===== src/rtl/rv523_pkg.sv =====
// Shared types and helpers for the scan register slice.
package rv523_pkg;

  // Controller states of the scan register.
  typedef enum logic {
    IDLE  = 1'b0,
    SHIFT = 1'b1
  } scan_state_t;

  // Per-bit input selection for a storage cell.
  typedef enum logic [1:0] {
    OP_HOLD  = 2'd0,
    OP_LOAD  = 2'd1,
    OP_SHIFT = 2'd2
  } cell_op_t;

  // Ceiling log2, usable in parameter expressions.
  // Returns at least 1 so derived widths never collapse to zero.
  function automatic int clog2(input int n);
    int r;
    r = 0;
    while ((1 << r) < n) r++;
    if (r < 1) r = 1;
    return r;
  endfunction

endpackage


===== src/rtl/scan_reg_cell.sv =====
// One storage bit with a hold / parallel-load / shift-in input mux.
// Async active-high reset to a per-bit value.
module scan_cell
  import rv523_pkg::*;
#(
  parameter logic RST_BIT = 1'b0
) (
  input  logic     clk_i,
  input  logic     rst_i,
  input  cell_op_t op_i,
  input  logic     d_i,
  input  logic     si_i,
  output logic     q_o
);

  logic q_q;
  logic q_d;

  // Select the next value of this bit from the requested operation.
  always_comb begin
    q_d = q_q;
    case (op_i)
      OP_LOAD:  q_d = d_i;
      OP_SHIFT: q_d = si_i;
      default:  q_d = q_q;
    endcase
  end

  // Storage flop; reset forces the bit to its reset value.
  always_ff @(posedge clk_i or posedge rst_i) begin
    if (rst_i) q_q <= RST_BIT;
    else       q_q <= q_d;
  end

  assign q_o = q_q;

endmodule


===== src/rtl/scan_reg.sv =====
// WIDTH-bit register with hold, parallel load and LSB-first scan shift.
// The controller counts exactly WIDTH shifts per sequence, regardless of
// how many cycles are stalled, then pulses DONE for one cycle.
module scan_reg
  import rv523_pkg::*;
#(
  parameter int               WIDTH     = 8,
  parameter logic [WIDTH-1:0] RESET_VAL = '0,
  parameter int               CNT_W     = clog2(WIDTH + 1)
) (
  input  logic             CLK,
  input  logic             RST,
  input  logic [WIDTH-1:0] D,
  input  logic             LOAD,
  input  logic             SHIFT_START,
  input  logic             STALL,
  input  logic             SI,
  output logic [WIDTH-1:0] Q,
  output logic             SO,
  output logic             BUSY,
  output logic             DONE
);

  scan_state_t      state_q, state_d;
  logic [CNT_W-1:0] cnt_q, cnt_d;
  logic             done_q, done_d;
  cell_op_t         op;
  logic [WIDTH-1:0] shin;

  // Next-state, counter and cell operation; LOAD outranks SHIFT_START in IDLE.
  always_comb begin
    state_d = state_q;
    cnt_d   = cnt_q;
    done_d  = 1'b0;
    op      = OP_HOLD;
    case (state_q)
      IDLE: begin
        if (LOAD) begin
          op = OP_LOAD;
        end else if (SHIFT_START) begin
          state_d = SHIFT;
          cnt_d   = CNT_W'(WIDTH);
        end
      end
      SHIFT: begin
        if (!STALL) begin
          op    = OP_SHIFT;
          cnt_d = cnt_q - CNT_W'(1);
          if (cnt_q == CNT_W'(1)) begin
            state_d = IDLE;
            done_d  = 1'b1;
          end
        end
      end
      default: begin
        state_d = IDLE;
        cnt_d   = '0;
      end
    endcase
  end

  // Controller registers; reset abandons any scan without a DONE pulse.
  always_ff @(posedge CLK or posedge RST) begin
    if (RST) begin
      state_q <= IDLE;
      cnt_q   <= '0;
      done_q  <= 1'b0;
    end else begin
      state_q <= state_d;
      cnt_q   <= cnt_d;
      done_q  <= done_d;
    end
  end

  // Storage bits: each bit shifts in from its upper neighbour, MSB from SI.
  for (genvar i = 0; i < WIDTH; i++) begin : g_bit
    if (i == WIDTH - 1) begin : g_msb
      assign shin[i] = SI;
    end else begin : g_lo
      assign shin[i] = Q[i+1];
    end
    scan_cell #(
      .RST_BIT (RESET_VAL[i])
    ) u_cell (
      .clk_i (CLK),
      .rst_i (RST),
      .op_i  (op),
      .d_i   (D[i]),
      .si_i  (shin[i]),
      .q_o   (Q[i])
    );
  end

  assign SO   = Q[0];
  assign BUSY = (state_q == SHIFT);
  assign DONE = done_q;

endmodule


===== config.mk =====
export PLATFORM = sky130hd
export DESIGN_NAME = scan_reg
export DESIGN_NICKNAME = d
export VERILOG_FILES = /design/src/rtl/rv523_pkg.sv /design/src/rtl/scan_reg_cell.sv /design/src/rtl/scan_reg.sv
export SDC_FILE = /design/constraint.sdc
export NUM_CORES = 1
export LEC_CHECK = 0
export ABC_AREA = 1
export CELL_PAD_IN_SITES_DETAIL_PLACEMENT = 1
export CELL_PAD_IN_SITES_GLOBAL_PLACEMENT = 1
export CORE_ASPECT_RATIO = 0.5
export CORE_MARGIN = 2
export CORE_UTILIZATION = 33
export DETAILED_ROUTE_END_ITERATION = 6
export PLACE_DENSITY_LB_ADDON = 0.1
export SYNTH_ARGS = -nofsm -noshare
export SYNTH_HDL_FRONTEND = slang
export SYNTH_HIERARCHICAL = 1
export SYNTH_SLANG_ARGS = --single-unit

===== constraint.sdc =====
create_clock -name CLK -period 1.65 [get_ports CLK]
set_input_delay 0.33 -clock CLK [delete_from_list [all_inputs] [get_ports CLK]]
set_output_delay 0.33 -clock CLK [all_outputs]
set_load 0.02 [all_outputs]

==> results.sh, run 1 <==
export IMPL_row_count=13
export IMPL_die_area_um2=3439
export IMPL_die_w_um=80.96
export IMPL_pin_count=25
export IMPL_grt_max_degree=11
export IMPL_sw_frac_of_total=0.4226
export IMPL_grt_antenna_before_repair=0
export IMPL_hold_violations=0
export IMPL_worst_pin_slew_ns=0.2467
export IMPL_final_util=0.4977
export IMPL_gp_congestion=0.6591
export IMPL_start_kind="flop"
export IMPL_drc=0
export IMPL_ir_drop_mv=0.6335
export IMPL_totalWireLength_um=2140
export IMPL_clockPowerShare=0.164
export IMPL_clk_pin_slew_ns=0.07
export IMPL_ys_ff_latch=14
export IMPL_p_sw_uw=915.3
export IMPL_path_max_fanout=3
export IMPL_synthDistinctLibCells=14
export IMPL_syn_nets=167
export IMPL_fp_coreArea_um2=2700
export IMPL_stdcell_area_um2=1344
export IMPL_cts_sinks=14
export IMPL_synth_seq_area_share=0.3585
export IMPL_pre_cts_ws_ns=-0.07978
export IMPL_syn_area_per_cell_um2=6.833
export IMPL_cts_max_level=1
export IMPL_wire_per_inst_um=10.14
export IMPL_critPathMaxStageDelay_ns=0.62
export IMPL_postCtsSetupBuffers=0
export IMPL_io_buffer_count=24
export IMPL_fillers=374
export IMPL_max_freq_mhz=635.4
export IMPL_cts_buffers=3
export IMPL_grt_use_total=0.1450
export IMPL_most_common_layout_cells="inv_1, nand2_1, clkdlybuf4s50_1"
export IMPL_cts_hold_buf=0
export IMPL_yosysWarnings=6
export IMPL_cts_resized=0
export IMPL_dr_pass1_iters=2
export IMPL_postRouteAntennaNets=0
export IMPL_seq_area_um2=350.3
export IMPL_layout_commonest_cell="inv_1"
export IMPL_grt_pass1_vias=903
export IMPL_p_int_uw=1250
export IMPL_power_leakage_uw=0.0007867
export IMPL_cts_max_path_buffers=2
export IMPL_synth_area_um2=977.2
export IMPL_cap_violations=0
export IMPL_crit_family="buffers and inverters"
export IMPL_root_buffer="clkbuf_8"
export IMPL_placed_area_um2=1286
export IMPL_initial_utilization=0.3619
export IMPL_seq_power_share=0.295
export IMPL_via_per_inst=4.118
export IMPL_cp_arrival_ns=1.24
export IMPL_chipHeight_um=42.48
export IMPL_p_comb_frac=0.541
export IMPL_final_setup_viol_count=0
export IMPL_grt_setup_unrepaired="false"
export IMPL_fin_crit_sh=0.9538
export IMPL_drt_iter0_drc=18
export IMPL_nets=199
export IMPL_drive_gt1_frac=0.08046
export IMPL_tritoncts="done"
export IMPL_grt_pass1_wl_um=3774
export IMPL_drv_slew=0
export IMPL_fin_skew_ns=0.004911
export IMPL_p_per_area_nw_per_um2=1612
export IMPL_vias=869
export IMPL_worstSetupEndpointType="primary output"
export IMPL_syn2layout_area_growth_pct=37.52
export IMPL_total_power_uw=2166
export IMPL_insertion_delay_ns=0.25
export IMPL_fin_crit_ns=1.574
export IMPL_hpwl_um=1738
export IMPL_path_class="flop to primary output"
export IMPL_syn_inst=143
export IMPL_relSlewSlack=0.8353
export IMPL_setup_ws_ns=0.07629
export IMPL_tns_ns=0
export IMPL_path_cells="clkdlybuf4s50_1"
export IMPL_overflow=0
export IMPL_status="finished clean"
export IMPL_crit_path_top_delay_cell="clkdlybuf4s50_1"
export IMPL_multiInputGateArea_um2=405.4
export IMPL_hold_path_class="primary input to async pin"
export IMPL_antennaDiodeCount=0
export IMPL_critPathRequiredTime_ns=1.32
export IMPL_cp_num_buf_inv=1
[final cells by class]
cell class / count / area share
Inverter: 57 / 0.1592
Clock buffer: 4 / 0.04097
Timing Repair Buffer: 28 / 0.2030
Multi-Input combinational cell: 71 / 0.3017
Tap cell: 37 / 0.03445
Sequential cell: 14 / 0.2607
[metrics by stage]
stage	hold slack, ns	std cells
finish	0.3331	211
detailed placement	0.4795	207
floorplan	0.05871	143
global placement	0.4725	207
global route	0.3647	211
CTS	0.3406	211
[routing by layer]
| metal | vias to the layer above | track usage | wire length, um |
|---|---|---|---|
| li1 | 464 | - | - |
| met4 | 0 | 0.03051 | 0 |
| met2 | 8 | 0.2694 | 1089 |
| met3 | 0 | 0.05172 | 68 |
| met5 | - | 0 | 0 |
| met1 | 397 | 0.1588 | 982 |
[state kept, by name, indices dropped and copies added (netlist names)]
register / flops
g_bit.u_cell/q_o: 8
cnt_q: 4
BUSY: 1
DONE: 1
[final timing paths]
| path | from | end | slack [ns] | depth (start not counted) |
|---|---|---|---|---|
| max | g_bit[7].u_cell/q_o | Q[7] | 0.08 | 1 |
| min reg2reg | cnt_q[3] | cnt_q[3] | 0.50 | 2 |
| max in group asynchronous | RST | cnt_q[1] | 1.12 | 2 |
| min in group CLK | cnt_q[3] | cnt_q[3] | 0.50 | 2 |
| min | RST | cnt_q[3] | 0.33 | 2 |
| max reg2reg | BUSY | g_bit[4].u_cell/q_o | 0.33 | 7 |
[cells in the mapped netlist, drive strengths merged]
library cell  instances  area share
inv                  57        0.22
nand2                36        0.14
nand3                15       0.077
dfrtp                14        0.36
ha                   10        0.13
nor2                  6       0.050
o21ai                 2       0.010
a21oi                 1      0.0051
buf                   1      0.0077
nand4                 1      0.0064
[kinds of logic (layout without fill, tap and decap cells)]
group / after synthesis / after routing / synth area share
simple gates: 58 / 58 / 0.2715
buf+inv: 58 / 89 / 0.2266
flops: 14 / 14 / 0.3585
fa+ha+maj: 10 / 10 / 0.1280
compound gates: 3 / 3 / 0.01536
[power by group through the flow]
stage          logic (uW)  registers (uW)  clock network (uW)
2_1_floorplan         637             761                   0
3_3_place_gp         1160             646                   0
3_5_place_dp         1200             650                   0
4_1_cts              1210             644                 367
5_1_grt              1340             669                 379
6_report             1170             638                 356
(Power assumes the default switching activity.)
==> inputs of run 2 (changes only) <==
--- a/config.mk
+++ b/config.mk
@@ -10,7 +10,8 @@
 export CELL_PAD_IN_SITES_GLOBAL_PLACEMENT = 1
 export CORE_ASPECT_RATIO = 0.5
 export CORE_MARGIN = 2
-export CORE_UTILIZATION = 33
+export CORE_UTILIZATION = 35
+export CTS_BUF_LIST = sky130_fd_sc_hd__clkbuf_4
 export DETAILED_ROUTE_END_ITERATION = 6
 export PLACE_DENSITY_LB_ADDON = 0.1
 export SYNTH_ARGS = -nofsm -noshare
==> run 2 against run 1 <==
Net effect:
- clock power is 42% lower
- clock skew decreased by 0.0014 ns
- global-route usage fell by 0.41 points
- routed wire length is 5.4% lower
- maximum frequency increased by 2.1%
- cell count is the same
- sequential share of layout area is 0.20 points higher
- core utilization is 1.2 points higher
==> results.sh, run 2 (same netlist as run 1, synthesis figures left out) <==
export IMPL_status="finished clean"
export IMPL_cts_buffers=3
export IMPL_crit_path_top_delay_cell="clkdlybuf4s50_1"
export IMPL_worst_path_stages=1
export IMPL_relSlewSlack=0.8303
export IMPL_critPathMaxStageDelay_ns=0.59
export IMPL_grt_antenna_before_repair=0
export IMPL_layout_commonest_cell="inv_1"
export IMPL_sw_frac_of_total=0.4475
export IMPL_worst_pin_slew_ns=0.2542
export IMPL_r2r_worst_path_cells=7
export IMPL_row_count=13
export IMPL_cts_hold_buf=0
export IMPL_grt_use_met2=0.2756
export IMPL_clockPowerShare=0.104
export IMPL_grt_setup_unrepaired="false"
export IMPL_p_sw_uw=888.0
export IMPL_rr_endpoint="g_bit[4].u_cell/q_o"
export IMPL_ir_drop_mv=0.7951
export IMPL_root_buffer="clkbuf_4"
export IMPL_grt_use_total=0.1409
export IMPL_fin_skew_ns=0.003483
export IMPL_antennaDiodeCount=0
export IMPL_totalWireLength_um=2025
export IMPL_crit_family="buffers and inverters"
export IMPL_syn2layout_area_growth_pct=36.49
export IMPL_r2r_start="BUSY"
export IMPL_critPathRequiredTime_ns=1.32
export IMPL_post_place_cells=207
export IMPL_clk_pin_slew_ns=0.09
export IMPL_nets=199
export IMPL_fp_coreArea_um2=2619
export IMPL_p_comb_frac=0.575
export IMPL_grt_pass1_vias=846
export IMPL_reg2reg_slack_ns=0.36
export IMPL_final_setup_viol_count=0
export IMPL_fin_crit_sh=0.9346
export IMPL_worstSetupEndpointType="primary output"
export IMPL_gp_congestion=0.6782
export IMPL_dr_pass1_iters=4
export IMPL_cp_arrival_ns=1.21
export IMPL_cts_sinks=14
export IMPL_io_buffer_count=24
export IMPL_cap_violations=0
export IMPL_met3_usage=0.04957
export IMPL_overflow=0
export IMPL_die_w_um=78.73
export IMPL_hold_path_class="primary input to async pin"
export IMPL_hpwl_um=1715
export IMPL_wire_per_inst_um=9.597
export IMPL_grt_pass1_wl_um=3408
export IMPL_chipHeight_um=41.37
export IMPL_via_per_inst=4.100
export IMPL_insertion_delay_ns=0.28
export IMPL_max_freq_mhz=648.5
export IMPL_p_int_uw=1096
export IMPL_drive_gt1_frac=0.07471
export IMPL_fin_cells=211
export IMPL_path_cells="clkdlybuf4s50_1"
export IMPL_largest_reg_flops=8
export IMPL_hold_violations=0
export IMPL_power_leakage_uw=0.0008679
export IMPL_grt_busiest_layer="met2"
export IMPL_cts_max_level=1
export IMPL_tritoncts="done"
export IMPL_grt_max_degree=11
export IMPL_p_per_area_nw_per_um2=1488
export IMPL_use_met1=0.1591
export IMPL_pin_count=25
export IMPL_vias=865
export IMPL_cts_max_path_buffers=2
export IMPL_start_kind="flop"
export IMPL_die_area_um2=3256
export IMPL_fin_crit_ns=1.542
export IMPL_path_max_fanout=1
export IMPL_initial_utilization=0.3731
export IMPL_drt_iter0_drc=25
export IMPL_path_class="flop to primary output"
export IMPL_most_common_layout_cells="inv_1, nand2_1, nand3_1"
export IMPL_postRouteAntennaNets=0
export IMPL_cp_num_buf_inv=1
export IMPL_drc=0
export IMPL_postCtsSetupBuffers=0
export IMPL_drv_slew=0
export IMPL_seq_power_share=0.320
export IMPL_fin_hold_ws_ns=0.2941
run 2: cell types whose count changed in the layout (fill, tap and decap cells not counted):
cell             previous run  this run
clkbuf_4                    0         3
clkbuf_8                    4         0
clkdlybuf4s50_1            23        14
clkinv_1                    0         1
dlygate4sd2_1               0         1
dlymetal6s2s_1              1         9
run 2: worst max-delay path by stage:
stage / from / end / slack (ns)
finish: DONE / DONE / 0.11
global route: DONE / DONE / 0.04
CTS: g_bit[7].u_cell/q_o / Q[7] / 0.008
detailed placement: LOAD / g_bit[3].u_cell/q_o / -0.07
global placement: LOAD / g_bit[6].u_cell/q_o / -0.03
floorplan: BUSY / g_bit[0].u_cell/q_o / 0.24
run 2: area by class of cell:
type | instances | area, um^2
clock buffers | 3 | 22.52
clock inverters | 1 | 3.754
fillers | 353 | 1285
inverters | 57 | 214.0
multi-input cells | 71 | 405.4
flip-flops and latches | 14 | 350.3
well taps | 37 | 46.29
repair buffers | 28 | 291.5
run 2: timing repair:
| action | CTS | global route |
|---|---|---|
| gates cloned | 0 | 0 |
| endpoints found under the hold margin | 0 | 0 |
| gates resized for setup | 1 | 9 |
| endpoints found under the setup margin | 1 | 9 |
run 2: per-stage QoR:
stage	setup TNS, ns	util	total power (uW)	area (um^2)	worst slack, ns
floorplan	0	-	1398	977.2	0.2352
global placement	-0.1881	0.4912	1802	1286	-0.03181
detailed placement	-0.4256	0.4912	1854	1286	-0.07407
CTS	0	0.5007	2060	1311	0.007505
global route	0	0.5093	2218	1334	0.03892
finish	0	0.5093	1984	1334	0.1079
run 2: power by group through the flow:
| stage | sequential (uW) | combinational (uW) | clock (uW) |
|---|---|---|---|
| global placement | 646 | 1160 | 0 |
| finish | 635 | 1140 | 207 |
| global route | 660 | 1320 | 240 |
| floorplan | 761 | 637 | 0 |
| CTS | 646 | 1200 | 218 |
| detailed placement | 654 | 1200 | 0 |
run 2: per-layer routing:
| layer | vias up | part of all wire |
|---|---|---|
| li1 | 465 | - |
| met5 | - | 0 |
| met1 | 392 | 0.47 |
| met4 | 0 | 0 |
| met3 | 0 | 0.038 |
| met2 | 8 | 0.49 |
